### config.mk
export PLATFORM = sky130hd
export DESIGN_NAME = uart_rx_core
export DESIGN_NICKNAME = d
export VERILOG_FILES = /design/src/rtl/uart_rx_core.sv
export SDC_FILE = /design/constraint.sdc
export NUM_CORES = 1
export LEC_CHECK = 0
export BUFFER_PORTS_ARGS = -buffer_cell sky130_fd_sc_hd__buf_4
export CAP_MARGIN = 40
export CORE_ASPECT_RATIO = 1.75
export CORE_MARGIN = 3
export CORE_UTILIZATION = 25
export CTS_CLUSTER_DIAMETER = 150
export DETAILED_ROUTE_END_ITERATION = 6
export PLACE_DENSITY = 0.42
export SLEW_MARGIN = 15
export SYNTH_ARGS = -nofsm -noshare
export SYNTH_HDL_FRONTEND = slang
export SYNTH_SLANG_ARGS = --single-unit
export TNS_END_PERCENT = 100
### constraint.sdc
create_clock -name mclk -period 2.5 [get_ports mclk]
set_input_delay 0.25 -clock mclk [delete_from_list [all_inputs] [get_ports mclk]]
set_output_delay 0.25 -clock mclk [all_outputs]
set_load 0.02 [all_outputs]
### src/rtl/uart_rx_core.sv
// uart_rx_core: 16x-oversampled UART receiver with a single-word holding register.
//
// Frames on rxd (idle high) are deserialized LSB first. Frame format (5..8 data bits,
// optional even/odd parity, one or two stop bits) is latched when the start bit is
// confirmed, so configuration changes mid-frame only affect the next frame.
// cfg_baud_div takes effect at the next tick reload.
//
// Optional build macro:
//   UART_RX_MAJORITY_EN - each bit is the 2-of-3 majority of ticks 7/8/9, decided at
//                         tick 9. Otherwise a single sample is taken at tick 8.
//
// Ports:
//   mclk, reset_n   system clock, synchronous active-low reset
//   rxd             asynchronous serial input
//   cfg_rx_en       receiver enable; low aborts any frame in progress
//   cfg_data_bits   data bits = value + 5
//   cfg_stop_bits   0: one stop bit, 1: two stop bits
//   cfg_par_en      parity bit present
//   cfg_even_par    1: even parity, 0: odd parity
//   cfg_baud_div    tick period = cfg_baud_div + 1 mclk cycles
//   rx_data         received word, unused upper bits zero
//   rx_valid        holding register full
//   rx_ready        consumer accepts the word when rx_valid & rx_ready
//   rx_par_err      parity error flag for the held word
//   rx_frm_err      stop-bit error flag for the held word
//   rx_overrun      sticky: a frame completed while rx_valid was set
//   err_clr         clears rx_overrun
//   rx_busy         receiver FSM not idle

module uart_rx_core #(
  parameter int unsigned DIV_W       = 12,
  parameter int unsigned SYNC_STAGES = 2
) (
  input  logic             mclk,
  input  logic             reset_n,
  input  logic             rxd,
  input  logic             cfg_rx_en,
  input  logic [1:0]       cfg_data_bits,
  input  logic             cfg_stop_bits,
  input  logic             cfg_par_en,
  input  logic             cfg_even_par,
  input  logic [DIV_W-1:0] cfg_baud_div,
  output logic [7:0]       rx_data,
  output logic             rx_valid,
  input  logic             rx_ready,
  output logic             rx_par_err,
  output logic             rx_frm_err,
  output logic             rx_overrun,
  input  logic             err_clr,
  output logic             rx_busy
);

  typedef enum logic [2:0] {
    StIdle,
    StStart,
    StData,
    StParity,
    StStop1,
    StStop2
  } state_e;

  // Synchronizer and edge detect
  logic [SYNC_STAGES-1:0] sync_q;
  logic                   rxd_prev_q;
  logic                   rxd_s;

  assign rxd_s = sync_q[SYNC_STAGES-1];

  // Tick generation
  logic [DIV_W-1:0] tick_cnt_q, tick_cnt_d;
  logic             tick;
  logic [3:0]       btick_q, btick_d;  // ticks elapsed in the current bit (tick number - 1)

  // FSM and frame state
  state_e     state_q, state_d;
  logic [2:0] bit_cnt_q, bit_cnt_d;
  logic [7:0] shift_q, shift_d;
  logic       par_err_q, par_err_d;
  logic       frm_err_q, frm_err_d;
  logic [1:0] lat_bits_q, lat_bits_d;
  logic       lat_stop2_q, lat_stop2_d;
  logic       lat_par_en_q, lat_par_en_d;
  logic       lat_even_q, lat_even_d;

  // Holding register
  logic [7:0] hold_data_q, hold_data_d;
  logic       hold_par_q, hold_par_d;
  logic       hold_frm_q, hold_frm_d;
  logic       valid_q, valid_d;
  logic       overrun_q, overrun_d;

  logic start_det;
  logic sample_pt;
  logic bit_val;
  logic complete;
  logic last_data_bit;
  logic exp_par;

`ifdef UART_RX_MAJORITY_EN
  localparam logic [3:0] SampleTick = 4'd8;  // tick 9 of the bit

  logic [1:0] maj_q, maj_d;  // samples from ticks 7 and 8

  always_comb begin
    maj_d = maj_q;
    if (tick && btick_q == 4'd6) maj_d[0] = rxd_s;
    if (tick && btick_q == 4'd7) maj_d[1] = rxd_s;
  end

  assign bit_val = (maj_q[0] & maj_q[1]) | (maj_q[0] & rxd_s) | (maj_q[1] & rxd_s);

  always_ff @(posedge mclk) begin
    if (!reset_n) maj_q <= '0;
    else          maj_q <= maj_d;
  end
`else
  localparam logic [3:0] SampleTick = 4'd7;  // tick 8 of the bit

  assign bit_val = rxd_s;
`endif

  assign start_det = (state_q == StIdle) && cfg_rx_en && rxd_prev_q && !rxd_s;
  assign tick      = (tick_cnt_q == '0);
  assign sample_pt = tick && (btick_q == SampleTick);

  // Data bit index of the final data bit is data_bits + 4
  assign last_data_bit = (bit_cnt_q == (3'd4 + {1'b0, lat_bits_q}));
  // Upper shift bits stay zero, so reducing all 8 bits is safe for short words
  assign exp_par       = lat_even_q ? ^shift_q : ~^shift_q;

  // Tick counter: free-runs, cleared on a start edge so bit timing aligns to it
  always_comb begin
    tick_cnt_d = tick_cnt_q - DIV_W'(1);
    if (start_det) begin
      tick_cnt_d = '0;
    end else if (tick) begin
      tick_cnt_d = cfg_baud_div;
    end
  end

  always_comb begin
    btick_d = btick_q;
    if (state_q == StIdle) begin
      btick_d = '0;
    end else if (tick) begin
      btick_d = btick_q + 4'd1;  // wraps 15 -> 0 at each bit boundary
    end
  end

  // FSM next state
  always_comb begin
    state_d      = state_q;
    bit_cnt_d    = bit_cnt_q;
    shift_d      = shift_q;
    par_err_d    = par_err_q;
    frm_err_d    = frm_err_q;
    lat_bits_d   = lat_bits_q;
    lat_stop2_d  = lat_stop2_q;
    lat_par_en_d = lat_par_en_q;
    lat_even_d   = lat_even_q;
    complete     = 1'b0;

    unique case (state_q)
      StIdle: begin
        if (start_det) state_d = StStart;
      end
      StStart: begin
        if (sample_pt) begin
          if (!bit_val) begin
            state_d      = StData;
            bit_cnt_d    = '0;
            shift_d      = '0;
            par_err_d    = 1'b0;
            frm_err_d    = 1'b0;
            lat_bits_d   = cfg_data_bits;
            lat_stop2_d  = cfg_stop_bits;
            lat_par_en_d = cfg_par_en;
            lat_even_d   = cfg_even_par;
          end else begin
            state_d = StIdle;  // false start
          end
        end
      end
      StData: begin
        if (sample_pt) begin
          shift_d[bit_cnt_q] = bit_val;
          if (last_data_bit) begin
            state_d = lat_par_en_q ? StParity : StStop1;
          end else begin
            bit_cnt_d = bit_cnt_q + 3'd1;
          end
        end
      end
      StParity: begin
        if (sample_pt) begin
          par_err_d = (bit_val != exp_par);
          state_d   = StStop1;
        end
      end
      StStop1: begin
        if (sample_pt) begin
          if (!bit_val) frm_err_d = 1'b1;
          if (lat_stop2_q) begin
            state_d = StStop2;
          end else begin
            complete = 1'b1;
            state_d  = StIdle;
          end
        end
      end
      StStop2: begin
        if (sample_pt) begin
          if (!bit_val) frm_err_d = 1'b1;
          complete = 1'b1;
          state_d  = StIdle;
        end
      end
      default: state_d = StIdle;
    endcase

    if (!cfg_rx_en) begin
      state_d  = StIdle;
      complete = 1'b0;
    end
  end

  // Holding register and handshake
  always_comb begin
    hold_data_d = hold_data_q;
    hold_par_d  = hold_par_q;
    hold_frm_d  = hold_frm_q;
    valid_d     = valid_q;
    overrun_d   = overrun_q;

    if (valid_q && rx_ready) valid_d = 1'b0;
    if (err_clr) overrun_d = 1'b0;

    if (complete) begin
      if (valid_q) begin
        // Old word wins even if it is being accepted this very cycle
        overrun_d = 1'b1;
      end else begin
        hold_data_d = shift_q;
        hold_par_d  = par_err_q;
        hold_frm_d  = frm_err_d;
        valid_d     = 1'b1;
      end
    end
  end

  always_ff @(posedge mclk) begin
    if (!reset_n) begin
      sync_q       <= '1;
      rxd_prev_q   <= 1'b1;
      tick_cnt_q   <= '0;
      btick_q      <= '0;
      state_q      <= StIdle;
      bit_cnt_q    <= '0;
      shift_q      <= '0;
      par_err_q    <= 1'b0;
      frm_err_q    <= 1'b0;
      lat_bits_q   <= '0;
      lat_stop2_q  <= 1'b0;
      lat_par_en_q <= 1'b0;
      lat_even_q   <= 1'b0;
      hold_data_q  <= '0;
      hold_par_q   <= 1'b0;
      hold_frm_q   <= 1'b0;
      valid_q      <= 1'b0;
      overrun_q    <= 1'b0;
    end else begin
      sync_q       <= {sync_q[SYNC_STAGES-2:0], rxd};
      rxd_prev_q   <= rxd_s;
      tick_cnt_q   <= tick_cnt_d;
      btick_q      <= btick_d;
      state_q      <= state_d;
      bit_cnt_q    <= bit_cnt_d;
      shift_q      <= shift_d;
      par_err_q    <= par_err_d;
      frm_err_q    <= frm_err_d;
      lat_bits_q   <= lat_bits_d;
      lat_stop2_q  <= lat_stop2_d;
      lat_par_en_q <= lat_par_en_d;
      lat_even_q   <= lat_even_d;
      hold_data_q  <= hold_data_d;
      hold_par_q   <= hold_par_d;
      hold_frm_q   <= hold_frm_d;
      valid_q      <= valid_d;
      overrun_q    <= overrun_d;
    end
  end

  assign rx_data    = hold_data_q;
  assign rx_valid   = valid_q;
  assign rx_par_err = hold_par_q;
  assign rx_frm_err = hold_frm_q;
  assign rx_overrun = overrun_q;
  assign rx_busy    = (state_q != StIdle);

endmodule
== Yosys cells after proc, flatten, opt, wreduce, memory -nomap -nowiden ==
Cells that the tools add are included.

* Register bits: 52
* Input bits: 23
* Output and inout port bits: 13
* Word-level logic and storage cells: 113

* Add/sub/neg operators: 4
* Magnitude comparators: 2
* Equal/unequal tests: 17
* Multiplexer cells: 45
* Bitwise logic cells: 3
* Reduce and logical (&&, ||, !) cells: 24

{| class="wikitable"
|+ Operators by type and width
! cell !! number
|-
| two-way mux 3 bit || 13
|-
| two-way mux 8 bit || 3
|-
| two-way mux 1 bit || 19
|-
| inequality test 2 bit (second input constant) || 9
|-
| case mux 3 bit (6 select lines) || 1
|-
| case mux 8 bit (2 select lines) || 1
|-
| logical NOT 12 bit || 1
|-
| two-way mux 12 bit || 1
|-
| subtractor 12 x 1 -> 12 bit (second input constant) || 1
|-
| bitwise mux 8 bit || 1
|-
| AND reduction 4 bit || 2
|-
| XNOR reduction 8 bit || 1
|-
| XOR reduction 8 bit || 1
|-
| AND reduction 7 bit || 1
|-
| == test 3 x 2 -> 1 bit (second input constant) || 2
|-
| == test 3 bit (second input constant) || 2
|-
| logical AND 1 bit || 6
|-
| case mux 1 bit (2 select lines) || 3
|-
| case mux 3 bit (2 select lines) || 1
|-
| OR reduction 2 bit || 3
|-
| AND reduction 5 bit || 1
|-
| adder 4 x 1 -> 4 bit (second input constant) || 1
|-
| == test 4 x 3 -> 1 bit (second input constant) || 1
|-
| < comparator 3 x 4 -> 1 bit (second input constant) || 1
|-
| 15 further kinds || 19
|}

== Depth between registers and ports, before layout ==
Gate-level depths: netlist (run 1).

* Depth in word-level cells: 7
* Depth in mapped cells: 9

== Worst setup path before layout (run 1) ==
Ideal clock, no wire load.

* Path kind: register to register
* Start: register tick_cnt_q[0]
* End: register lat_bits_q[0]
* Data arrival time: 1864 ps
* Slack: 520 ps
* Cell stages (with the launch flop): 9
* Path buffers: 1
* Period minus slack after synthesis: 1980 ps
* Cells stage by stage: dfxtp_1 -> inv_1 -> ha_1 -> nor4b_1 -> nand2_1 -> or4b_1 -> buf_2 -> mux2i_1 -> nor2b_1

* Word-level cells in the longest chain between the ends: 3

{| class="wikitable"
|+ RTL lines
! what !! line !! text
|-
| from (decl) || 70 || <nowiki>logic [DIV_W-1:0] tick_cnt_q, tick_cnt_d;</nowiki>
|-
| from (signal assigned) || 274 || <nowiki>tick_cnt_q <= tick_cnt_d;</nowiki>
|-
| logical NOT 12 bit || 123 || <nowiki>assign tick = (tick_cnt_q == '0);</nowiki>
|-
| logical AND 1 bit || 124 || <nowiki>assign sample_pt = tick && (btick_q == SampleTick);</nowiki>
|-
| AND reduction 3 bit (no line) || -- ||
|-
| to (signal assigned) || 281 || <nowiki>lat_bits_q <= lat_bits_d;</nowiki>
|-
| to (decl) || 80 || <nowiki>logic [1:0] lat_bits_q, lat_bits_d;</nowiki>
|}

No other way between the ends.
A chain may end at the register's enable or synchronous reset.

== Final worst setup path (run 1) ==
* Start: register tick_cnt_q[0]
* End: register lat_bits_q[1]

The elaborated chain is that of the path after synthesis.

==> results of run 1 <==
-- routing by layer --
metal	track usage, %	vias to the layer above
met5	0	-
met4	5.339	0
met3	2.615	14
met2	22.72	49
met1	12.56	1033
li1	-	1135
-- through the flow --
step                power, W  hold WS, ns  worst slack (ns)  std cells  instance area [µm²]
floorplan           0.001432       0.3515            0.5199        301                 2629
global placement    0.001611       0.3890            0.2523        456                 3060
detailed placement  0.001615       0.4072            0.2228        456                 3060
CTS                 0.002329       0.1264            0.2018        464                 3206
global route        0.002450       0.1369           0.03033        464                 3206
finish              0.002292       0.1322            0.2272        464                 3206
-- final cells by class --
cell class	count	area [µm²]
inverter	6	22.52
clock buffer	6	128.9
timing repair buffer	48	360.3
tap	125	156.4
sequential	52	1041
multi-input combinational	225	1480
fill	1080	6884
clock inverter	2	16.27
-- cell usage after synthesis, types with 4 or more instances --
cell type and number:
nor4_1 5, dfxtp_1 52, xor2_1 4, nand2b_1 8
nor2b_1 20, a21boi_0 9, o31ai_1 4, nor3_1 9
a21oi_1 12, inv_1 6, nor2_1 30, clkbuf_1 11
o21ai_0 11, o21a_1 5, buf_2 5, nor3b_1 4
mux2i_1 14, nand3_1 7, nand2_1 19, xnor2_1 15
a211oi_1 7
-- worst max-delay path by stage --
| stage | from | end | slack, ns |
|---|---|---|---|
| 6_report | tick_cnt_q[0] | lat_bits_q[1] | 0.23 |
| 5_1_grt | tick_cnt_q[0] | lat_bits_q[0] | 0.03 |
| 4_1_cts | tick_cnt_q[0] | lat_bits_q[0] | 0.20 |
| 3_5_place_dp | tick_cnt_q[0] | lat_bits_q[0] | 0.22 |
| 3_3_place_gp | tick_cnt_q[0] | lat_bits_q[1] | 0.25 |
| 2_1_floorplan | tick_cnt_q[0] | lat_bits_q[0] | 0.52 |
-- sequential cells by signal, indices dropped and copies added (netlist names), 2 cells and up --
name,count
tick_cnt_q,12
rx_data,8
shift_q,8
btick_q,4
bit_cnt_q,3
state_q,3
lat_bits_q,2
sync_q,2
-- worst reg2reg max path, stage by stage (launching register included) --
cell     delay [ns]
dfxtp_1        0.34
inv_1          0.06
ha_1           0.20
nor4b_1        0.32
nand2_1        0.23
or4b_1         0.73
mux2i_1        0.22
nor2b_1        0.06
-- report_power, final --
part	switching (W)	internal, W
clock network	0.000325	0.000374
registers	0.0000916	0.000901
logic	0.000324	0.000277
total	0.000740	0.00155
-- logic make-up (layout without fill, tap and decap cells) --
family,after synthesis,after routing,synth area share (%)
adder cells (fa/ha/maj),3,3,1.428
AO/OA/AOI/OAI,67,67,18.09
multiplexers,15,15,5.759
XOR/XNOR,19,19,6.330
buffers and inverters,24,62,4.093
AND/OR/NAND/NOR,121,121,24.70
flip-flops,52,52,39.60
==> impl_metrics.tcl, run 1 <==
set metrics [dict create \
    cts_tree "yes" \
    outcome "completed" \
    drtPass1Iterations 4 \
    syn_to_final_growth_pct 21.94 \
    ctsResizeCount 0 \
    hold_viol_final 0 \
    path_delay_family "simple AND/OR/NAND/NOR gates" \
    ys_seq_elements 52 \
    worstPathArrival_ns 2.46 \
    die_area_mm2 0.01183 \
    fin_setup_tns_ns 0 \
    wl_per_cell_um 15.06 \
    p_leak_nw 1.194 \
    worstHoldStart "rxd" \
    path_class "reg -> reg" \
    place_congestion 0.7514 \
    cap_violations 0 \
    cellPowerDensity_mw_per_mm2 714.9 \
    hold_end "sync_q[0]" \
    final_antenna_net_count 0 \
    final_common_cell "dfxtp_1" \
    synth-edff-count 0 \
    synth_area_mm2 0.002629 \
    finClkSkew_ns 0.006881 \
    worstSetupPathDepth 7 \
    grt_max_degree 42 \
    syn_nets 327 \
    cp.required_ns 2.69 \
    drive_above_1_share_pct 18.29 \
    yosys_warnings 0 \
    finalSetupViolCount 0 \
    cts_max_level 2 \
    grt_pass1_vias 2245 \
    top_layer "met4" \
    ys_seq_area_share_pct 39.60 \
    synthTopCellsByArea "dfxtp_1 40%, mux2i_1 5.3%, xnor2_1 5.0%, nor2b_1 4.8%, nor2_1 4.3%" \
    timing.fmax_ghz 0.4400 \
    via_count 2231 \
    worst_path_max_delay_cell "or4b_1" \
    drtIter0Drc 140 \
    antenna_found_initial 0 \
    clk_path_buf_depth 2 \
    r2r_slack_ns 0.23 \
    io_pins 36 \
    critPathMaxStageDelay_ns 0.73 \
    coreArea_mm2 0.01009 \
    synth_cell_type_count 52 \
    cp_cell_sequence "inv_1 -> ha_1 -> nor4b_1 -> nand2_1 -> or4b_1 -> mux2i_1 -> nor2b_1" \
    post-cts-setup-buffer-count 0 \
    track_usage_pct 12.01 \
    worst_pin_slew_ns 0.5036 \
    worst-path-buf-inv 1 \
    synth_top_area_share_pct 39.60 \
    r2r_cells 7 \
    met3_length_um 238 \
    avgSynthCellArea_um2 8.733 \
    synthCells 301 \
    fin_nets 364 \
    critPathMaxFanout 6 \
    port_buffers 35 \
    irDropWorstVdd_mv 0.3082 \
    viasPerCell 4.808 \
    wirelength_met1_mm 2.725 \
    most-common-layout-cells "52 x dfxtp_1, 48 x buf_4, 30 x nor2_1" \
    start_kind "flop" \
    period_share_pct 90.91 \
    cts-root-buf "clkbuf_16" \
    n_antenna_cell 0 \
    grt_pass1_wl_mm 11.25 \
    wl_mm 6.988 \
    slew_headroom_pct 66.35 \
    cts_hold_buf 0 \
    fp.dieW_um 83.52 \
    cts_buffers 5 \
    crit_path_end_kind "flop" \
    fin_util_pct 31.77 \
    die_h_um 141.7 \
    hold_depth 2 \
    ys.flop_type "dfxtp_1" \
    clkLatencyLatePin_ns 0.30 \
    rsz0062_at_grt "false" \
    period_minus_slack_ns 2.273 \
    slew_violations 0 \
    hold_class "in -> reg" \
    fp-row-count 48 \
    drt_drc_violations_left 0 \
    gr-total-overflow 0 \
    async_flop_share_pct 0 \
    synth_area_leader_cell "dfxtp_1" \
    dr_wl_met2_mm 3.839 \
    dp_hpwl_mm 5.179 \
    initial_core_util_pct 26.05 \
    r2r_start "tick_cnt_q[0]" \
    r2r-end "lat_bits_q[1]" \
    cts.sinks 52 \
    clk_pin_slew_ns 0.07 \
]
(Power assumes the default switching activity.)
==> run 2: changes to the inputs <==
Settings changed: BUFFER_PORTS_ARGS -buffer_cell sky130_fd_sc_hd__buf_4 to not set, DONT_BUFFER_PORTS set to 1, PLACE_DENSITY 0.42 to 0.39, SLEW_MARGIN 15 to not set.
Clock period 2.5 ns to 2.7 ns, I/O delays scaled along.
==> run 2 against run 1 <==
Non-clock buffer count is 37 lower. Die area stayed put. Maximum frequency is 1.4% higher. Power is 5.1% lower. Core utilization is 2.4 points lower. First-iteration DRC count is 48% lower. Sequential power is 7.9% lower. Clock power is 8.9% higher.
==> impl_metrics.tcl, run 2 (synthesis gave the netlist of run 1 again) <==
set metrics [dict create \
    finalSetupViolCount 0 \
    rsz0062_at_grt "false" \
    track_usage_pct 12.00 \
    clk_path_buf_depth 2 \
    fin_setup_tns_ns 0 \
    dp_hpwl_mm 5.124 \
    die_area_mm2 0.01183 \
    drtIter0Drc 73 \
    hold_class "in -> reg" \
    most-common-layout-cells "52 x dfxtp_1, 30 x nor2_1, 20 x nor2b_1" \
    hold_ws_ns 0.04578 \
    hold_viol_final 0 \
    irDropWorstVdd_mv 0.3208 \
    cts_tree "yes" \
    io_pins 36 \
    path_class "reg -> reg" \
    cts_buffers 5 \
    start_kind "flop" \
    cts_max_level 2 \
    grt_pass1_wl_mm 11.13 \
    place_congestion 0.7342 \
    fin_nets 327 \
    cap_violations 0 \
    startpoint "tick_cnt_q[0]" \
    final_antenna_net_count 0 \
    ctsResizeCount 0 \
    wl_mm 6.750 \
    drive_above_1_share_pct 8.609 \
    fp.dieW_um 83.52 \
    crit_path_end_kind "flop" \
    finClkSkew_ns 0.006094 \
    port_buffers 0 \
    final_common_cell "dfxtp_1" \
    finalPower_w 0.002174 \
    cts.sinks 52 \
    regMostFlops "tick_cnt_q" \
    worstHoldStart "reset_n" \
    via_count 2034 \
    grt_max_degree 42 \
    critPathMaxFanout 6 \
    coreArea_mm2 0.01009 \
    slew_violations 0 \
    n_antenna_cell 0 \
    period_minus_slack_ns 2.242 \
    syn_to_final_growth_pct 12.61 \
    place_inst 419 \
    outcome "completed" \
    clkLatencyLatePin_ns 0.30 \
    wl_per_cell_um 15.81 \
    worst_pin_slew_ns 0.5789 \
    p_leak_nw 1.028 \
    largest_reg_flops 12 \
    fill_cells 1102 \
    final_cells 427 \
    place_area_mm2 0.002783 \
    slew_headroom_pct 61.05 \
    initial_core_util_pct 26.05 \
    drtPass1Iterations 4 \
    antenna_found_initial 0 \
    drt_drc_violations_left 0 \
    die_h_um 141.7 \
    fp-row-count 48 \
    post-cts-setup-buffer-count 0 \
    worstPathArrival_ns 2.44 \
    grt_pass1_vias 2135 \
    cts_hold_buf 0 \
    finalInstanceArea_mm2 0.002960 \
    viasPerCell 4.763 \
    clk_pin_slew_ns 0.07 \
    period_share_pct 83.05 \
    timing.fmax_ghz 0.4460 \
    r2r_start "tick_cnt_q[0]" \
    cp.required_ns 2.89 \
    cts-root-buf "clkbuf_16" \
    gr-total-overflow 0 \
    cellPowerDensity_mw_per_mm2 734.4 \
]
-- run 2: changes by cell type in the layout (fill, tap and decap cells not counted), sizes merged --
cell / delta
bufinv: +1
buf: -37
clkinvlp: -1
-- run 2: per-layer routing --
layer  vias to the layer above  routed length (µm)  track usage, %
met5                         -                   0               0
met4                         0                 150           4.831
met3                        10                 256           2.905
met2                        28                3739           23.18
met1                       935                2603           12.17
li1                       1061                   -               -
-- run 2: worst max-delay path, stage by stage (launching register included) --
cell and delay [ns]:
dfxtp_1 0.33, inv_1 0.06, ha_1 0.20, nor4b_1 0.33
nand2_1 0.23, or4b_1 0.73, mux2i_1 0.21, nor2b_1 0.06
-- run 2: worst paths after layout --
| check | end | slack [ns] | depth (start not counted) |
|---|---|---|---|
| setup / recovery | lat_stop2_q | 0.46 | 7 |
| hold / removal | sync_q[1] | 0.05 | 1 |
| setup reg to reg | lat_stop2_q | 0.46 | 7 |
| hold reg to reg | sync_q[1] | 0.41 | 1 |
-- run 2: power by group --
| group | total, W | internal (W) | switching, W |
|---|---|---|---|
| logic | 0.000499 | 0.000212 | 0.000287 |
| clock network | 0.000761 | 0.000465 | 0.000296 |
| registers | 0.000914 | 0.000834 | 0.0000800 |
| total | 0.00217 | 0.00151 | 0.000663 |
-- run 2: layout make-up --
cell class              instances  area (µm²)  area share [%]
inverters                       6       22.52          0.7608
clock buffers                   6       138.9           4.691
multi-input cells             225        1480           50.00
flip-flops and latches         52        1041           35.16
repair buffers                 11       82.58           2.790
clock inverters                 2       38.79           1.310
well taps                     125       156.4           5.283
-- run 2: through the flow --
stage	utilization [%]	setup slack, ns
final	29.34	0.4578
after global routing	29.34	0.1078
after CTS	29.34	0.4040
after detailed placement	27.58	0.4133
after global placement	27.58	0.4564
after floorplan	-	0.7199
